--- config.mk ---
export PLATFORM = sky130hd
export DESIGN_NAME = ws2812_strip_decoder
export DESIGN_NICKNAME = d
export VERILOG_FILES = /design/src/rtl/ws2812_pkg.sv /design/src/rtl/ws2812_bit_decoder.sv /design/src/rtl/ws2812_strip_decoder.sv
export SDC_FILE = /design/constraint.sdc
export NUM_CORES = 1
export LEC_CHECK = 0
export ABC_AREA = 0
export CAP_MARGIN = 20
export CORE_MARGIN = 4
export CORE_UTILIZATION = 52
export CTS_BUF_LIST = sky130_fd_sc_hd__clkbuf_4
export DETAILED_ROUTE_END_ITERATION = 16
export PLACE_DENSITY = 0.74
export SLEW_MARGIN = 10
export SYNTH_ARGS = -nofsm -noshare
export SYNTH_HDL_FRONTEND = slang
export SYNTH_SLANG_ARGS = --single-unit
--- constraint.sdc ---
create_clock -name clk -period 2.4 [get_ports clk]
set_input_delay 0.48 -clock clk [delete_from_list [all_inputs] [get_ports clk]]
set_output_delay 0.48 -clock clk [all_outputs]
set_load 0.02 [all_outputs]
--- src/rtl/ws2812_pkg.sv ---
// Shared WS2812 receive constants, timing conversion and decoder FSM states.
// No logic; no latency or backpressure of its own.
package ws2812_pkg;

  localparam int PIXEL_W             = 24;
  localparam int DEF_CLK_PERIOD_NS   = 10;
  localparam int DEF_T_BIT_THRESH_NS = 625;
  localparam int DEF_T_MIN_HIGH_NS   = 150;
  localparam int DEF_T_MAX_HIGH_NS   = 5000;
  localparam int DEF_T_LATCH_NS      = 50000;

  typedef enum logic [1:0] {
    WAIT_LATCH,
    IDLE,
    HIGH,
    LOW
  } state_t;

  function automatic int ns_to_cycles(input int ns, input int clk_period_ns);
    return ns / clk_period_ns;
  endfunction

endpackage

--- src/rtl/ws2812_bit_decoder.sv ---
// Synchronizes DI, measures high/low widths and emits bit, latch and error events.
// Events appear 3 clk after the DI edge; no backpressure, events are single-cycle pulses.
module ws2812_bit_decoder
  import ws2812_pkg::*;
#(
  parameter int THRESH_CYC   = 62,
  parameter int MIN_HIGH_CYC = 15,
  parameter int MAX_HIGH_CYC = 500,
  parameter int LATCH_CYC    = 5000
) (
  input  logic clk,
  input  logic rst_n,
  input  logic di,
  output logic bit_valid,
  output logic bit_value,
  output logic latch,
  output logic glitch,
  output logic stuck,
  output logic frame_start
);

  localparam int            CW      = $clog2(LATCH_CYC + 1);
  localparam logic [CW-1:0] CNT_MAX = '1;

  logic [1:0]    sync_q, sync_d;
  logic          prev_q, prev_d;
  state_t        state_q, state_d;
  logic [CW-1:0] low_cnt_q, low_cnt_d;
  logic [CW-1:0] high_cnt_q, high_cnt_d;
  logic          bit_valid_q, bit_valid_d;
  logic          bit_value_q, bit_value_d;
  logic          latch_q, latch_d;
  logic          glitch_q, glitch_d;
  logic          stuck_q, stuck_d;
  logic          start_q, start_d;

  logic          line, rise, fall;
  logic [CW-1:0] low_inc, high_inc;

  assign line     = sync_q[1];
  assign rise     = line & ~prev_q;
  assign fall     = ~line & prev_q;
  assign low_inc  = (low_cnt_q == CNT_MAX) ? low_cnt_q : low_cnt_q + 1'b1;
  assign high_inc = (high_cnt_q == CNT_MAX) ? high_cnt_q : high_cnt_q + 1'b1;

  always_comb begin
    sync_d = {sync_q[0], di};
    prev_d = sync_q[1];
  end

  // high_cnt holds the number of high cycles seen so far, so at the falling edge it equals the pulse width
  always_comb begin
    state_d     = state_q;
    low_cnt_d   = low_cnt_q;
    high_cnt_d  = high_cnt_q;
    bit_valid_d = 1'b0;
    bit_value_d = bit_value_q;
    latch_d     = 1'b0;
    glitch_d    = 1'b0;
    stuck_d     = 1'b0;
    start_d     = 1'b0;
    case (state_q)
      WAIT_LATCH: begin
        if (line) begin
          low_cnt_d = '0;
        end else begin
          low_cnt_d = low_inc;
          if (low_inc >= CW'(LATCH_CYC)) begin
            state_d   = IDLE;
            low_cnt_d = '0;
          end
        end
      end
      IDLE: begin
        if (rise) begin
          high_cnt_d = CW'(1);
          start_d    = 1'b1;
          state_d    = HIGH;
        end
      end
      HIGH: begin
        if (fall) begin
          low_cnt_d = CW'(1);
          if (high_cnt_q < CW'(MIN_HIGH_CYC)) begin
            glitch_d = 1'b1;
            state_d  = WAIT_LATCH;
          end else begin
            bit_valid_d = 1'b1;
            bit_value_d = (high_cnt_q >= CW'(THRESH_CYC));
            state_d     = LOW;
          end
        end else if (high_cnt_q >= CW'(MAX_HIGH_CYC)) begin
          stuck_d   = 1'b1;
          low_cnt_d = '0;
          state_d   = WAIT_LATCH;
        end else begin
          high_cnt_d = high_inc;
        end
      end
      LOW: begin
        if (rise) begin
          high_cnt_d = CW'(1);
          state_d    = HIGH;
        end else begin
          low_cnt_d = low_inc;
          if (low_inc >= CW'(LATCH_CYC)) begin
            latch_d   = 1'b1;
            low_cnt_d = '0;
            state_d   = IDLE;
          end
        end
      end
      default: state_d = WAIT_LATCH;
    endcase
  end

  always_ff @(posedge clk or negedge rst_n) begin
    if (!rst_n) begin
      sync_q      <= '0;
      prev_q      <= 1'b0;
      state_q     <= WAIT_LATCH;
      low_cnt_q   <= '0;
      high_cnt_q  <= '0;
      bit_valid_q <= 1'b0;
      bit_value_q <= 1'b0;
      latch_q     <= 1'b0;
      glitch_q    <= 1'b0;
      stuck_q     <= 1'b0;
      start_q     <= 1'b0;
    end else begin
      sync_q      <= sync_d;
      prev_q      <= prev_d;
      state_q     <= state_d;
      low_cnt_q   <= low_cnt_d;
      high_cnt_q  <= high_cnt_d;
      bit_valid_q <= bit_valid_d;
      bit_value_q <= bit_value_d;
      latch_q     <= latch_d;
      glitch_q    <= glitch_d;
      stuck_q     <= stuck_d;
      start_q     <= start_d;
    end
  end

  assign bit_valid   = bit_valid_q;
  assign bit_value   = bit_value_q;
  assign latch       = latch_q;
  assign glitch      = glitch_q;
  assign stuck       = stuck_q;
  assign frame_start = start_q;

endmodule

--- src/rtl/ws2812_strip_decoder.sv ---
// WS2812 receiver: assembles decoded bits into pixels and publishes a strip on each latch.
// DI-to-output latency 4 clk; no backpressure, all events are single-cycle pulses.
module ws2812_strip_decoder
  import ws2812_pkg::*;
#(
  parameter int LENGTH          = 5,
  parameter int CLK_PERIOD_NS   = DEF_CLK_PERIOD_NS,
  parameter int T_BIT_THRESH_NS = DEF_T_BIT_THRESH_NS,
  parameter int T_MIN_HIGH_NS   = DEF_T_MIN_HIGH_NS,
  parameter int T_MAX_HIGH_NS   = DEF_T_MAX_HIGH_NS,
  parameter int T_LATCH_NS      = DEF_T_LATCH_NS
) (
  input  logic                          clk,
  input  logic                          rst_n,
  input  logic                          DI,
  output logic [LENGTH*PIXEL_W-1:0]     strip,
  output logic [PIXEL_W-1:0]            pixel_data,
  output logic                          pixel_valid,
  output logic [$clog2(LENGTH+1)-1:0]   pixel_index,
  output logic                          receiving,
  output logic                          frame_done,
  output logic                          frame_error,
  output logic                          overflow
);

  localparam int            PW    = $clog2(LENGTH + 1);
  localparam logic [PW-1:0] LEN_C = PW'(LENGTH);

  logic bit_valid, bit_value, latch, glitch, stuck, frame_start;

  ws2812_bit_decoder #(
    .THRESH_CYC  (ns_to_cycles(T_BIT_THRESH_NS, CLK_PERIOD_NS)),
    .MIN_HIGH_CYC(ns_to_cycles(T_MIN_HIGH_NS, CLK_PERIOD_NS)),
    .MAX_HIGH_CYC(ns_to_cycles(T_MAX_HIGH_NS, CLK_PERIOD_NS)),
    .LATCH_CYC   (ns_to_cycles(T_LATCH_NS, CLK_PERIOD_NS))
  ) u_bit_decoder (
    .clk        (clk),
    .rst_n      (rst_n),
    .di         (DI),
    .bit_valid  (bit_valid),
    .bit_value  (bit_value),
    .latch      (latch),
    .glitch     (glitch),
    .stuck      (stuck),
    .frame_start(frame_start)
  );

  logic [PIXEL_W-1:0]        shift_q, shift_d;
  logic [4:0]                bit_cnt_q, bit_cnt_d;
  logic [PW-1:0]             pix_cnt_q, pix_cnt_d;
  logic [PIXEL_W-1:0]        stage_q [LENGTH];
  logic [PIXEL_W-1:0]        stage_d [LENGTH];
  logic [LENGTH*PIXEL_W-1:0] strip_q, strip_d;
  logic [PIXEL_W-1:0]        pixel_data_q, pixel_data_d;
  logic                      pixel_valid_q, pixel_valid_d;
  logic [PW-1:0]             pixel_index_q, pixel_index_d;
  logic                      receiving_q, receiving_d;
  logic                      frame_done_q, frame_done_d;
  logic                      frame_error_q, frame_error_d;
  logic                      overflow_q, overflow_d;

  always_comb begin
    shift_d       = shift_q;
    bit_cnt_d     = bit_cnt_q;
    pix_cnt_d     = pix_cnt_q;
    stage_d       = stage_q;
    strip_d       = strip_q;
    pixel_data_d  = pixel_data_q;
    pixel_valid_d = 1'b0;
    pixel_index_d = pixel_index_q;
    receiving_d   = receiving_q;
    frame_done_d  = 1'b0;
    frame_error_d = 1'b0;
    overflow_d    = overflow_q;

    if (frame_start) begin
      receiving_d = 1'b1;
      overflow_d  = 1'b0;
      bit_cnt_d   = '0;
      pix_cnt_d   = '0;
    end

    if (glitch || stuck) begin
      frame_error_d = 1'b1;
      receiving_d   = 1'b0;
    end else if (bit_valid) begin
      shift_d = {shift_q[PIXEL_W-2:0], bit_value};
      if (bit_cnt_q == 5'(PIXEL_W - 1)) begin
        bit_cnt_d     = '0;
        pixel_valid_d = 1'b1;
        pixel_data_d  = shift_d;
        pixel_index_d = pix_cnt_q;
        // pix_cnt only advances while a slot is free, so it saturates at LENGTH
        if (pix_cnt_q < LEN_C) begin
          for (int k = 0; k < LENGTH; k++) begin
            if (int'(pix_cnt_q) == k) stage_d[k] = shift_d;
          end
          pix_cnt_d = pix_cnt_q + 1'b1;
        end else begin
          overflow_d = 1'b1;
        end
      end else begin
        bit_cnt_d = bit_cnt_q + 1'b1;
      end
    end else if (latch) begin
      receiving_d = 1'b0;
      if (bit_cnt_q != '0) begin
        frame_error_d = 1'b1;
      end else if (pix_cnt_q != '0) begin
        frame_done_d = 1'b1;
        for (int k = 0; k < LENGTH; k++) strip_d[k*PIXEL_W +: PIXEL_W] = stage_q[k];
      end
    end
  end

  always_ff @(posedge clk or negedge rst_n) begin
    if (!rst_n) begin
      shift_q       <= '0;
      bit_cnt_q     <= '0;
      pix_cnt_q     <= '0;
      for (int k = 0; k < LENGTH; k++) stage_q[k] <= '0;
      strip_q       <= '0;
      pixel_data_q  <= '0;
      pixel_valid_q <= 1'b0;
      pixel_index_q <= '0;
      receiving_q   <= 1'b0;
      frame_done_q  <= 1'b0;
      frame_error_q <= 1'b0;
      overflow_q    <= 1'b0;
    end else begin
      shift_q       <= shift_d;
      bit_cnt_q     <= bit_cnt_d;
      pix_cnt_q     <= pix_cnt_d;
      stage_q       <= stage_d;
      strip_q       <= strip_d;
      pixel_data_q  <= pixel_data_d;
      pixel_valid_q <= pixel_valid_d;
      pixel_index_q <= pixel_index_d;
      receiving_q   <= receiving_d;
      frame_done_q  <= frame_done_d;
      frame_error_q <= frame_error_d;
      overflow_q    <= overflow_d;
    end
  end

  assign strip       = strip_q;
  assign pixel_data  = pixel_data_q;
  assign pixel_valid = pixel_valid_q;
  assign pixel_index = pixel_index_q;
  assign receiving   = receiving_q;
  assign frame_done  = frame_done_q;
  assign frame_error = frame_error_q;
  assign overflow    = overflow_q;

endmodule
-- Word-level counts from Yosys, hierarchy flattened
Index checks and enable logic that the tools add are counted.
- flip-flop bits (word level): 340
- input bits: 3
- output and inout bits: 152
- word-level logic and storage cells: 146
- add/subtract/negate cells: 4
- magnitude comparators: 5
- eq/ne operators: 18
- multiplexer cells: 64
- bitwise operators: 8
- reductions and logical operators: 20
- operator list (kind ; count):
    $mux W13 ; 10
    $pmux W13 S3 ; 1
    $mux W1 ; 35
    $reduce_and A5 Y1 ; 7
    $add A13 B1 Y13 const B ; 2
    $eq A13 B13 Y1 const B ; 2
    $pmux W13 S2 ; 1
    $mux W5 ; 4
    $mux W3 ; 5
    $mux W2 ; 7
    $ge A13 B13 Y1 const B ; 1
    $ge A13 B6 Y1 const B ; 1
    $ge A13 B9 Y1 const B ; 1
    $lt A13 B4 Y1 const B ; 1
    $reduce_and A3 Y1 ; 4
    $ne A2 B2 Y1 const B ; 5
    $eq A3 B3 Y1 const B ; 3
    $pmux W2 S4 ; 1
    $not A1 Y1 ; 6
    $reduce_bool A3 Y1 ; 2
    $add A5 B1 Y5 const B ; 1
    $eq A5 B5 Y1 const B ; 1
    $reduce_bool A5 Y1 ; 1
    $eq A2 B2 Y1 const B ; 2
    13 further kinds ; 15

-- Depth between registers and ports, before layout
- depth in word-level cells: 6
- gate-level depth with buffers: 10
- mapped depth without buffers: 8

-- Cells and area by module
Synthesis repeated with hierarchy kept, for this count alone.
- cells, all modules: 949
- area, all modules: 13518.0 µm²
- modules (own cells, without submodules) (module ; instances ; cells each ; area each (µm²)):
    ws2812_strip_decoder ; 1 ; 734 ; 11488.5
    ws2812_bit_decoder ; 1 ; 215 ; 2029.4

-- Worst setup path before layout
Ideal clock, no wire load.
- kind: register -> register
- from: register u_bit_decoder.low_cnt_q[0]
- to: register u_bit_decoder.low_cnt_q[5]
- setup time: 0.095 ns
- data arrival time: 2.368 ns
- data required time: 2.305 ns
- slack: -0.064 ns
- cell stages (with the launch flop): 11
- path buffers: 2
- cell sequence: dfrtp_1 -> ha_1 -> buf_2 -> nand4_1 -> nor3_2 -> mux2_2 -> o221a_2 -> a211oi_2 -> buf_6 -> nand2_1 -> o31ai_1
- word-level cells in the longest chain between the ends: 6
- elaborated cells on any way between the ends: 8
- those cells by class: add/sub: 1; order compare: 1; eq/ne: 1; mux: 5
- ends and longest elaborated chain (item ; RTL line ; text):
    start, declared ; ws2812_bit_decoder.sv:28 ; logic [CW-1:0] low_cnt_q, low_cnt_d;
    start signal, assigned ; ws2812_bit_decoder.sv:134 ; low_cnt_q <= low_cnt_d;
    $add A13 B1 Y13 or $eq A13 B13 Y1 (tied branches) ; ws2812_bit_decoder.sv:43 ; assign low_inc = (low_cnt_q == CNT_MAX) ? low_cnt_q : low_cnt_q + 1'b1;
    $mux W13 (*) ; ws2812_bit_decoder.sv:43 ;
    $ge A13 B13 Y1 ; ws2812_bit_decoder.sv:68, ws2812_bit_decoder.sv:106 ;
    $mux W13 (*) ; ws2812_bit_decoder.sv:68, ws2812_bit_decoder.sv:106 ;
    $mux W13, on equally long branches ; ws2812_bit_decoder.sv:101, ws2812_bit_decoder.sv:64 ;
    $pmux W13 S3 (*) ; ws2812_bit_decoder.sv:62 ; case (state_q)
Every way passes the cells marked *; elsewhere a longest branch is shown, timed or not. The select of a mux whose other input is x is not followed.
A chain may end at the register's enable or synchronous reset.

-- Final worst setup path
- from: register u_bit_decoder.low_cnt_q[0]
- to: register u_bit_decoder.low_cnt_q[6]
The elaborated chain is that of the path after synthesis.

==> flow_summary.yaml <==
global_route:
  track_usage_pct: 22.3
  antenna_found_initial: 1
  grt_pass1_wl_um: 52000
  overflow: 0
  grt_max_degree: 87
  grt_pass1_vias: 10207
floorplanning:
  initial_core_util_pct: 53.2
  coreArea_um2: 25400
  pin_count: 155
  die_area_um2: 28600
  rows: 58
  die_x_um: 169
  die_h_um: 169
outcome:
  status: "completed"
worst_hold_path:
  min_from: "DI"
  hp-class: "input pin to flip-flop"
  whs_path_depth: 1
  min_to: "u_bit_decoder.sync_q[0]"
synthesis:
  synth_cell_type_count: 59
  ys_seq_area_share_pct: 63.0
  yosysTopAreaCell: "dfrtp_1"
  syn-num-nets: 1290
  synth_area_leaders: "dfrtp_1 (63%), nand2_1 (15%), mux2_2 (10%)"
  syn-cell-area_um2: 13500
  syn_area_per_cell_um2: 10.6
  netlist_instances: 1277
  ys_ff_latch: 340
  yosysWarnings: 0
  synth_ff_type: "dfrtp_1"
  async_flop_share_pct: 100
  synth_edf_count: 0
  yosysTopAreaCellShare_pct: 63.0
drt:
  vias_per_cell: 5.22
  wl_per_cell_um: 16.6
  vias: 9852
  drtIter0Drc: 552
  dr.pass1.iters: 5
  drc_errors: 0
  wirelength_um: 31300
  postRouteAntennaNets: 0
timing:
  worst_pin_slew_ps: 629
  min_period_over_period_pct: 98.3
  slew_headroom_pct: 58.0
  setup_viol: 0
  setup_ws_ps: 41.7
  hold_viol: 0
  rsz0062_at_grt: "true"
  max_freq_ghz: 0.424
  maxSlewViolCount: 0
  clock_skew_ps: 39.9
  period_needed_ps: 2360
setup_path:
  worstPathArrival_ps: 2910
  worstSetupEndpointType: "flip-flop"
  reg2regPathDepth: 9
  rr_startpoint: "u_bit_decoder.low_cnt_q[0]"
  reg2reg_to: "u_bit_decoder.low_cnt_q[6]"
  critPathRequiredTime_ps: 2950
  cp-start-kind: "flip-flop"
  critPathKind: "flip-flop to flip-flop"
  rrSetupSlack_ps: 40
  critPathMaxFanout: 11
clock_network:
  clock-sinks: 340
  cts_made_buffers: 87
  clk-insertion-delay-late_ps: 680
  htree_num_levels: 3
  clkTransAtPathRegs_ps: 60
  cts-root-buf: "clkbuf_4"
  cts_buffer_depth: 3
  cts_tree: "built"
pwr:
  leakage_nw: 8.79
  p_per_area_nw_per_um2: 634
  irDropWorstVdd_mv: 0.294
  power_w: 0.0107
final_layout:
  post-route-util_pct: 66.5
  nets: 1519
  area_growth_pct: 25.1
  final_cells: 1886
  fillers: 2001
  drive_above_1_share_pct: 21.9
placed_design:
  dp_hpwl_um: 20400
  dp_cells: 1744
  dp_worst_setup_slack_ps: -10.0
  port_buffers: 154
  finalWeightedCongestion: 0.831
run:
  drv_cap: 0
how the worst max path moves through the flow:
| stage | from | end | slack, ps | cells after the start |
|---|---|---|---|---|
| 2_1_floorplan | u_bit_decoder.low_cnt_q[0] | u_bit_decoder.low_cnt_q[6] | -7 | 10 |
| 3_3_place_gp | u_bit_decoder.low_cnt_q[0] | u_bit_decoder.low_cnt_q[5] | 5 | 9 |
| 3_5_place_dp | bit_cnt_q[1] | stage_q[58] | -10 | 8 |
| 4_1_cts | bit_cnt_q[1] | stage_q[50] | 8 | 8 |
| 5_1_grt | u_bit_decoder.low_cnt_q[1] | u_bit_decoder.low_cnt_q[5] | -50 | 9 |
| 6_report | u_bit_decoder.low_cnt_q[0] | u_bit_decoder.low_cnt_q[6] | 40 | 9 |
synth_stat cells (all sizes together), types with 6 or more instances:
library cell    n
a21oi          14
and3            6
buf            19
clkbuf         44
dfrtp         340
ha             10
inv            15
mux2          121
nand2         538
nand3          10
nand4          13
nor2           31
nor2b           7
nor3           10
o21ai          26
worst max-delay path, stage by stage (launching register included):
cell and delay (ps):
dfrtp_1 350, ha_2 240, nand4_1 140, nor3_2 210, mux2_4 330, o221a_2 280
a211oi_2 220, buf_12 170, a21oi_2 60, a311oi_1 240
cells in the final DEF (no fill, tap or decap), types with 5 or more instances in the layout:
cell / netlist / final
a21oi_1: 13 / 11
and3_1: 6 / 6
buf_12: 0 / 11
buf_4: 2 / 34
clkbuf_4: 0 / 128
clkdlybuf4s50_1: 0 / 153
dfrtp_1: 340 / 336
ha_1: 10 / 8
inv_1: 14 / 13
mux2_2: 121 / 120
nand2_1: 538 / 538
nand3_1: 9 / 6
nand4_1: 13 / 13
nor2_1: 29 / 28
nor2b_1: 7 / 7
nor3_1: 9 / 8
o21ai_0: 25 / 25
o22ai_1: 5 / 5
o31ai_1: 5 / 5
xor2_1: 5 / 5
layer usage:
layer | GRT usage, % | share of wire [%]
met1 | 30.8 | 45
met5 | 0 | 0
met4 | 6.13 | 1.2
met3 | 4.71 | 5.4
met2 | 36.5 | 49
state kept, by name (all words and copies together), names as in the netlist, 2 cells and up:
register and count:
pixel_data 24, u_bit_decoder.sync_q 2, pix_cnt_q 3, u_bit_decoder.state_q 2, bit_cnt_q 5, u_bit_decoder.high_cnt_q 13
strip 120, u_bit_decoder.low_cnt_q 13, stage_q 120, shift_q 23, pixel_index 3
what timing repair did:
item,CTS,global route
endpoints found under the hold margin,52,0
endpoints found under the setup margin,13,125
hold buffers,1,0
buffers inserted,0,2
resized for setup,2,20
pin swaps,1,4
cell type report:
class                           count  area [um2]  share of cell area [%]
Sequential cell                   340        8510                    50.4
Multi-Input combinational cell    859        4770                    28.2
Timing Repair Buffer              203        2070                    12.2
Clock buffer                      128         961                    5.69
Tap cell                          330         413                    2.44
Clock inverter                     10         110                   0.652
Inverter                           15        58.8                   0.348
Antenna cell                        1        2.50                  0.0148
report_power, final:
group	switching (W)	internal, W
Combinational	0.000131	0.0000345
Clock	0.00216	0.00263
Sequential	0.00000797	0.00574
Total	0.00230	0.00840
logic make-up after synthesis:
logic type / count (synthesis) / share of synthesized area [%]
muxes: 122 / 10.2
DFF: 340 / 63.0
AOI/OAI and AO/OA: 79 / 3.84
and+or+nand+nor: 643 / 19.4
adders and majority gates: 10 / 0.926
buffers and inverters: 78 / 2.37
xor gates and xnor gates: 5 / 0.324
stage by stage:
stage	hold WS, ps	instance area [um2]	setup TNS, ps
after floorplan	184	13500	-9.23
after global placement	333	15700	0
after detailed placement	336	15700	-108
after CTS	209	16800	0
after global routing	202	16900	-153
final	258	16900	0
(Power assumes the default switching activity.)
